--- src/rtl/multimode_reg_pkg.sv ---
// rtl/multimode_reg_pkg.sv - mode encodings and width constant for multimode_reg
package multimode_reg_pkg;

  localparam int MODE_W = 3;

  localparam logic [MODE_W-1:0] MODE_HOLD  = 3'b000;
  localparam logic [MODE_W-1:0] MODE_LOAD  = 3'b001;
  localparam logic [MODE_W-1:0] MODE_SHL   = 3'b010;
  localparam logic [MODE_W-1:0] MODE_SHR   = 3'b011;
  localparam logic [MODE_W-1:0] MODE_INC   = 3'b100;
  localparam logic [MODE_W-1:0] MODE_DEC   = 3'b101;
  localparam logic [MODE_W-1:0] MODE_LFSR  = 3'b110;
  localparam logic [MODE_W-1:0] MODE_CLEAR = 3'b111;

endpackage

--- src/rtl/dff_sync_bank.sv ---
// rtl/dff_sync_bank.sv - WIDTH-wide D flip-flop bank with synchronous active-high reset
module dff_sync_bank #(
  parameter int               WIDTH     = 8,
  parameter logic [WIDTH-1:0] RESET_VAL = '0
) (
  input  logic             clk,
  input  logic             reset,
  input  logic [WIDTH-1:0] d,
  output logic [WIDTH-1:0] q
);

  always_ff @(posedge clk) begin
    if (reset) begin
      q <= RESET_VAL;
    end else begin
      q <= d;
    end
  end

endmodule

--- src/rtl/multimode_reg.sv ---
// rtl/multimode_reg.sv - multimode register: load/shift/count/clear, LFSR step under MULTIMODE_REG_LFSR_EN
module multimode_reg
  import multimode_reg_pkg::*;
#(
  parameter int               WIDTH     = 8,
  parameter logic [WIDTH-1:0] RESET_VAL = '0,
  parameter logic [WIDTH-1:0] TAPS      = 8'hB8
) (
  input  logic              clk,
  input  logic              reset,
  input  logic              en,
  input  logic [MODE_W-1:0] mode,
  input  logic [WIDTH-1:0]  d,
  input  logic              ser_in,
  output logic [WIDTH-1:0]  q,
  output logic              ser_out,
  output logic              wrap
);

  localparam logic [WIDTH-1:0] ONE = {{(WIDTH-1){1'b0}}, 1'b1};

  logic [WIDTH-1:0] q_next;
  logic             ser_next;
  logic             wrap_next;

`ifndef MULTIMODE_REG_LFSR_EN
  wire unused_taps = ^TAPS;
`endif

  always_comb begin
    q_next    = q;
    ser_next  = ser_out;
    wrap_next = 1'b0;
    if (en) begin
      case (mode)
        MODE_LOAD: q_next = d;
        MODE_SHL: begin
          q_next   = {q[WIDTH-2:0], ser_in};
          ser_next = q[WIDTH-1];
        end
        MODE_SHR: begin
          q_next   = {ser_in, q[WIDTH-1:1]};
          ser_next = q[0];
        end
        MODE_INC: begin
          q_next    = q + ONE;
          wrap_next = &q;
        end
        MODE_DEC: begin
          q_next    = q - ONE;
          wrap_next = ~|q;
        end
`ifdef MULTIMODE_REG_LFSR_EN
        MODE_LFSR: begin
          // all-zero is the lock-up state of an XOR LFSR, so seed it with 1
          q_next   = (q == '0) ? ONE : {q[WIDTH-2:0], ^(q & TAPS)};
          ser_next = q[0];
        end
`endif
        MODE_CLEAR: q_next = RESET_VAL;
        default: ;
      endcase
    end
  end

  dff_sync_bank #(
    .WIDTH     (WIDTH),
    .RESET_VAL (RESET_VAL)
  ) u_data_bank (
    .clk   (clk),
    .reset (reset),
    .d     (q_next),
    .q     (q)
  );

  // flag bits reset to zero independently of RESET_VAL
  dff_sync_bank #(
    .WIDTH     (2),
    .RESET_VAL (2'b00)
  ) u_flag_bank (
    .clk   (clk),
    .reset (reset),
    .d     ({ser_next, wrap_next}),
    .q     ({ser_out, wrap})
  );

endmodule

--- config.mk ---
export PLATFORM = sky130hd
export DESIGN_NAME = multimode_reg
export DESIGN_NICKNAME = d
export VERILOG_FILES = /design/src/rtl/multimode_reg_pkg.sv /design/src/rtl/dff_sync_bank.sv /design/src/rtl/multimode_reg.sv
export SDC_FILE = /design/constraint.sdc
export NUM_CORES = 1
export LEC_CHECK = 0
export ABC_CLOCK_PERIOD_IN_PS = 4400
export CELL_PAD_IN_SITES_DETAIL_PLACEMENT = 0
export CELL_PAD_IN_SITES_GLOBAL_PLACEMENT = 1
export CORE_UTILIZATION = 40
export CTS_BUF_LIST = sky130_fd_sc_hd__clkbuf_8
export DETAILED_ROUTE_END_ITERATION = 10
export PLACE_DENSITY = 0.92
export SKIP_CTS_REPAIR_TIMING = 1
export SLEW_MARGIN = 20
export SYNTH_ARGS = -nofsm -noshare
export SYNTH_HDL_FRONTEND = slang
export SYNTH_HIERARCHICAL = 1
export SYNTH_SLANG_ARGS = --single-unit
--- constraint.sdc ---
create_clock -name clk -period 4.4 [get_ports clk]
set_input_delay 0.88 -clock clk [delete_from_list [all_inputs] [get_ports clk]]
set_output_delay 0.88 -clock clk [all_outputs]
set_load 0.005 [all_outputs]
# ---- Word-level counts from Yosys, hierarchy flattened
# Index checks and enable logic that the tools add are counted.
dict set report totals {
  ff_bits 10
  input_bits 15
  output_inout_bits 10
}
dict set report classes {
  addsub 2
  eq_ne 6
  muxes 3
  bitwise_logic 1
  reduce_logical 8
}
# operator n
set op_table {}
lappend op_table {{$pmux 8 s6} 1}
lappend op_table {{$eq 3x3->1 const B} 3}
lappend op_table {{$add 8x1->8 const B} 1}
lappend op_table {{$reduce_and 8->1} 1}
lappend op_table {{$reduce_or 8->1} 1}
lappend op_table {{$sub 8x1->8 const B} 1}
lappend op_table {{$eq 3x2->1 const B} 2}
lappend op_table {{$reduce_bool 6->1} 1}
lappend op_table {{$pmux 1 s2} 2}
lappend op_table {{$reduce_and 2->1} 2}
lappend op_table {{$eq 3x1->1 const B} 1}
lappend op_table {{$reduce_bool 2->1} 1}
lappend op_table {{$reduce_or 2->1} 1}
lappend op_table {{$logic_not 1->1} 1}
lappend op_table {{$not 1->1} 1}

# ---- Logic depth before layout (Yosys ltp)
dict set report depth {
  ltp_word 3
  ltp_mapped 12
  mapped_depth_nobuf 11
}

# ---- By module
# The synthesis kept the hierarchy.
# module instances cells_per_inst area_each_um2
set by_module_without_submodules {}
lappend by_module_without_submodules {multimode_reg 1 126 844.6}
lappend by_module_without_submodules {{dff_sync_bank at u_data_bank} 1 16 210.2}
lappend by_module_without_submodules {{dff_sync_bank at u_flag_bank} 1 4 52.6}

# ---- Least setup slack after synthesis
# OpenSTA, ideal clock, no wires.
dict set report synth_path {
  path_kind {input -> register}
  start {input port mode[2]}
  end {register u_data_bank.q[6]}
  setup_ns 0.114
  arrival_time_ns 2.838
  t_required_ns 4.286
  path_slack_ns 1.449
  cell_stages 11
  path_buffers 1
  cell_sequence {buf_2 > and2b_1 > nand2_4 > inv_2 > ha_1 > or4_1 > a41o_1 > nor3_1 > nand3b_1 > a21oi_1 > nor2b_1}
}
dict set report synth_via {
  elab_chain_len 3
  word_cells_on_any_way 9
  classes_between {6 x eq/ne; 1 x mux; 2 x reduce/logical}
}
# element line_no
set synth_lines {}
lappend synth_lines {{from (decl)} multimode_reg.sv:12} ;# input logic [MODE_W-1:0] mode,
lappend synth_lines {{$eq 3x3->1 (tied with other cells)} multimode_reg.sv:35} ;# case (mode)
lappend synth_lines {{$reduce_bool 6->1 (no source line)} n/a}
lappend synth_lines {{$reduce_and 2->1 (no source line)} n/a}
lappend synth_lines {{to (signal assigned)} dff_sync_bank.sv:14} ;# q <= RESET_VAL;
lappend synth_lines {{to (signal assigned)} dff_sync_bank.sv:16} ;# q <= d;
lappend synth_lines {{to (decl)} dff_sync_bank.sv:9} ;# output logic [WIDTH-1:0] q
# Several ways; a longest one is shown, not always the timed one.
# A chain may end at the register's enable or synchronous reset.

# ---- Worst setup path after layout
dict set report layout_path {
  start {input port mode[1]}
  end {register u_data_bank.q[6]}
}
# Same word-level chain as after synthesis.

==> metrics.txt <==
via count 1162; number of enable flip-flop cells after synthesis 0; number of setup violations in the final report 0; clock tree from TritonCTS done; number of maximum-capacitance constraint violations 0; Worst VDD drop 0.185 mV; Layout Utilization 55.0%; htree depth 1; mean number of vias per cell 5.93; Max Root-Sink Buffers 2; mean cell area of the mapped netlist 7.58 µm²; Die Height 54.6 µm; Critical Path Max Stage Delay 0.60 ns; leakage dissipation 0.551 nW; routed length per placed instance 15.2 µm; Inserted Diodes 0; number of instances in the synthesized netlist 146; Register Area 200 µm²; grt ovf 0; initial antenna violation count 0; total of fill cells in the finished design 239; area growth from synthesis to layout 26.4%; maximum fanout along the worst path 12; most frequent standard cell in the layout excluding fill and tap cells sky130_fd_sc_hd__clkdlybuf4s50_1; number of violations reported at the end of detailed-routing iteration 0 29; Worst-Skew Late Latency 0.24 ns; total area of multi-input combinational cells 837 µm²; core area 2540 µm²; part of the Yosys area used for sequential elements 18.1%; Residual DRC 0; cell depth of the worst flop-to-flop path 8; fraction of layout instances using a drive strength above 1 6.02%; transition time of the tightest slew-check pin 0.719 ns; most used cells in the layout excluding fill and tap cells sky130_fd_sc_hd__clkdlybuf4s50_1 (24), sky130_fd_sc_hd__nor2b_1 (13), sky130_fd_sc_hd__a21oi_1 (13); unrepaired setup endpoints after global routing no; die area 2980 µm²; worst setup skew after layout 0.00257 ns; category of the worst setup path launch point primary input; outcome finished, final reports clean; Final WS setup 0.864 ns; final wirelength 2980 µm; clock slew seen by the registers of the worst setup and hold paths 0.06 ns; fraction of registers with async set/reset 0%; Hold Crit Depth 2; TNS Setup 0 ns; Post-Syn Area 1110 µm²; post-layout minimum cycle time 3.54 ns; pwr dens 222 nW/µm²; Placer Congestion 0.854; number of input and output port buffers inserted 24; global-route wire length before repair 4830 µm; TritonCTS sink count 10; number of nets produced by synthesis 165; crit path capture type flop; count of pins on the block boundary 25; worst hold slack 0.582 ns; floorplan die width 54.6 µm; timing-limited maximum frequency 283 MHz; root buffer cell sky130_fd_sc_hd__clkbuf_8; class of the most critical hold timing path flop to flop; CTS buffer count 3; number of pins with negative max-slew slack in the final report 0; distinct cell type count after synthesis 49; first-pass iteration count of the detailed router 4; Setup Slack @ Placement 0.618 ns; Cell Chain, Critical Path clkdlybuf4s50_1 -> and2b_1 -> nand2_4 -> inv_2 -> xor2_1 -> ha_1 -> or4_1 -> a41o_1 -> nor3_1 -> nand3b_1 -> a21oi_1 -> nor2b_1; cell count along the critical path 12; Max-slew headroom 52.0%; worst setup path category primary input to flop; total track usage 22.6%; Data required, critical path 4.52 ns; number of storage elements in the synthesis netlist 10; cell with the largest stage delay on the worst path sky130_fd_sc_hd__clkdlybuf4s50_1; # rows 18; maximum number of pins on one net before global-route repair 23; HPWL Detailed 2140 µm; number of global-route vias before repair 980; final period utilization 80.4%; count of endpoints failing hold in the final timing report 0; number of antenna-violating nets in the routed design 0; Final Net Count 186; worst endpoint data arrival time 3.65 ns; number of buffers and inverters on the critical path 2; initial core utilization 43.5%; Main synth FF type sky130_fd_sc_hd__dfxtp_1; crit-path leading delay family simple AND/OR/NAND/NOR gates; Synth warnings 6
-- cell usage after synthesis, types with 2 or more instances --
cell type | n | area share (%)
sky130_fd_sc_hd__a21oi_1 | 13 | 5.9
sky130_fd_sc_hd__nor2b_1 | 13 | 7.3
sky130_fd_sc_hd__nand2_1 | 12 | 4.1
sky130_fd_sc_hd__dfxtp_1 | 10 | 18
sky130_fd_sc_hd__mux2i_1 | 7 | 6.3
sky130_fd_sc_hd__o21ai_1 | 7 | 3.2
sky130_fd_sc_hd__nor2_1 | 6 | 2.0
sky130_fd_sc_hd__nor3_1 | 6 | 2.7
sky130_fd_sc_hd__clkbuf_1 | 5 | 1.7
sky130_fd_sc_hd__a31oi_1 | 4 | 2.3
sky130_fd_sc_hd__ha_1 | 4 | 4.5
sky130_fd_sc_hd__mux2_1 | 4 | 4.1
sky130_fd_sc_hd__a211oi_1 | 3 | 2.0
sky130_fd_sc_hd__a22oi_1 | 3 | 2.0
sky130_fd_sc_hd__inv_1 | 3 | 1.0
sky130_fd_sc_hd__o21a_1 | 3 | 2.0
sky130_fd_sc_hd__o22ai_1 | 3 | 1.7
sky130_fd_sc_hd__a211o_1 | 2 | 1.6
sky130_fd_sc_hd__buf_2 | 2 | 0.90
sky130_fd_sc_hd__buf_4 | 2 | 1.4
sky130_fd_sc_hd__nand2b_1 | 2 | 1.1
sky130_fd_sc_hd__nand4_1 | 2 | 1.1
sky130_fd_sc_hd__o31ai_1 | 2 | 1.4
sky130_fd_sc_hd__or4_1 | 2 | 1.4
sky130_fd_sc_hd__xnor2_1 | 2 | 1.6
-- through the flow --
step                instances  cell area, µm²  total power (W)
finish                    196            1400         0.000310
global placement          192            1350         0.000190
global route              196            1400         0.000323
CTS                       196            1400         0.000308
floorplan                 146            1110         0.000157
detailed placement        192            1350         0.000190
-- sequential cells by signal, summed over array words and instances, names as in the netlist --
| register | cells |
|---|---|
| u_data_bank/q | 8 |
| u_flag_bank/q | 2 |
-- final timing paths --
check	endpoint	startpoint	slack, ns
worst max register to register	u_data_bank/q[6]	u_data_bank/q[1]	2.22
worst min register to register	u_flag_bank/q[1]	u_flag_bank/q[1]	0.58
worst min-delay path	u_flag_bank/q[1]	u_flag_bank/q[1]	0.58
worst max-delay path	u_data_bank/q[6]	mode[1]	0.86
-- where the power goes --
group / switching (W) / internal, W
clock: 0.0000419 / 0.0000791
sequential: 0.00000854 / 0.0000941
combinational: 0.0000418 / 0.0000448
total: 0.0000922 / 0.000218
-- worst reg2reg max path, stage by stage, from the launching register on --
cell and delay (ns):
sky130_fd_sc_hd__dfxtp_1 0.55, sky130_fd_sc_hd__xor2_1 0.13, sky130_fd_sc_hd__ha_1 0.24, sky130_fd_sc_hd__or4_1 0.44, sky130_fd_sc_hd__a41o_1 0.26, sky130_fd_sc_hd__nor3_1 0.12
sky130_fd_sc_hd__nand3b_1 0.13, sky130_fd_sc_hd__a21oi_1 0.06, sky130_fd_sc_hd__nor2b_1 0.12
-- layout make-up --
class	instances	area share, %
Clock buffer	4	3.93
Tap cell	30	2.68
Sequential cell	10	14.3
Inverter	4	1.07
Multi-Input combinational cell	122	59.8
Timing Repair Buffer	26	18.2
-- logic make-up (layout without fill, tap and decap cells) --
family / after synthesis / in the layout / share of synthesized area [%]
AND/OR/NAND/NOR: 55 / 55 / 28.4
AO/OA/AOI/OAI: 49 / 49 / 29.9
buffers and inverters: 14 / 34 / 6.33
multiplexers: 11 / 11 / 10.4
flip-flops: 10 / 10 / 18.1
adder cells (fa/ha/maj): 4 / 4 / 4.52
XOR/XNOR: 3 / 3 / 2.37
-- metal layers --
| layer | part of all wire, % | vias to the layer above | global-route usage, % |
|---|---|---|---|
| li1 | - | 588 | - |
| met1 | 47 | 525 | 32.8 |
| met2 | 46 | 43 | 33.5 |
| met3 | 5.1 | 6 | 2.50 |
| met4 | 1.3 | 0 | 8.12 |
| met5 | 0 | - | 0 |
Note: power is estimated with default switching activity, not from simulation.
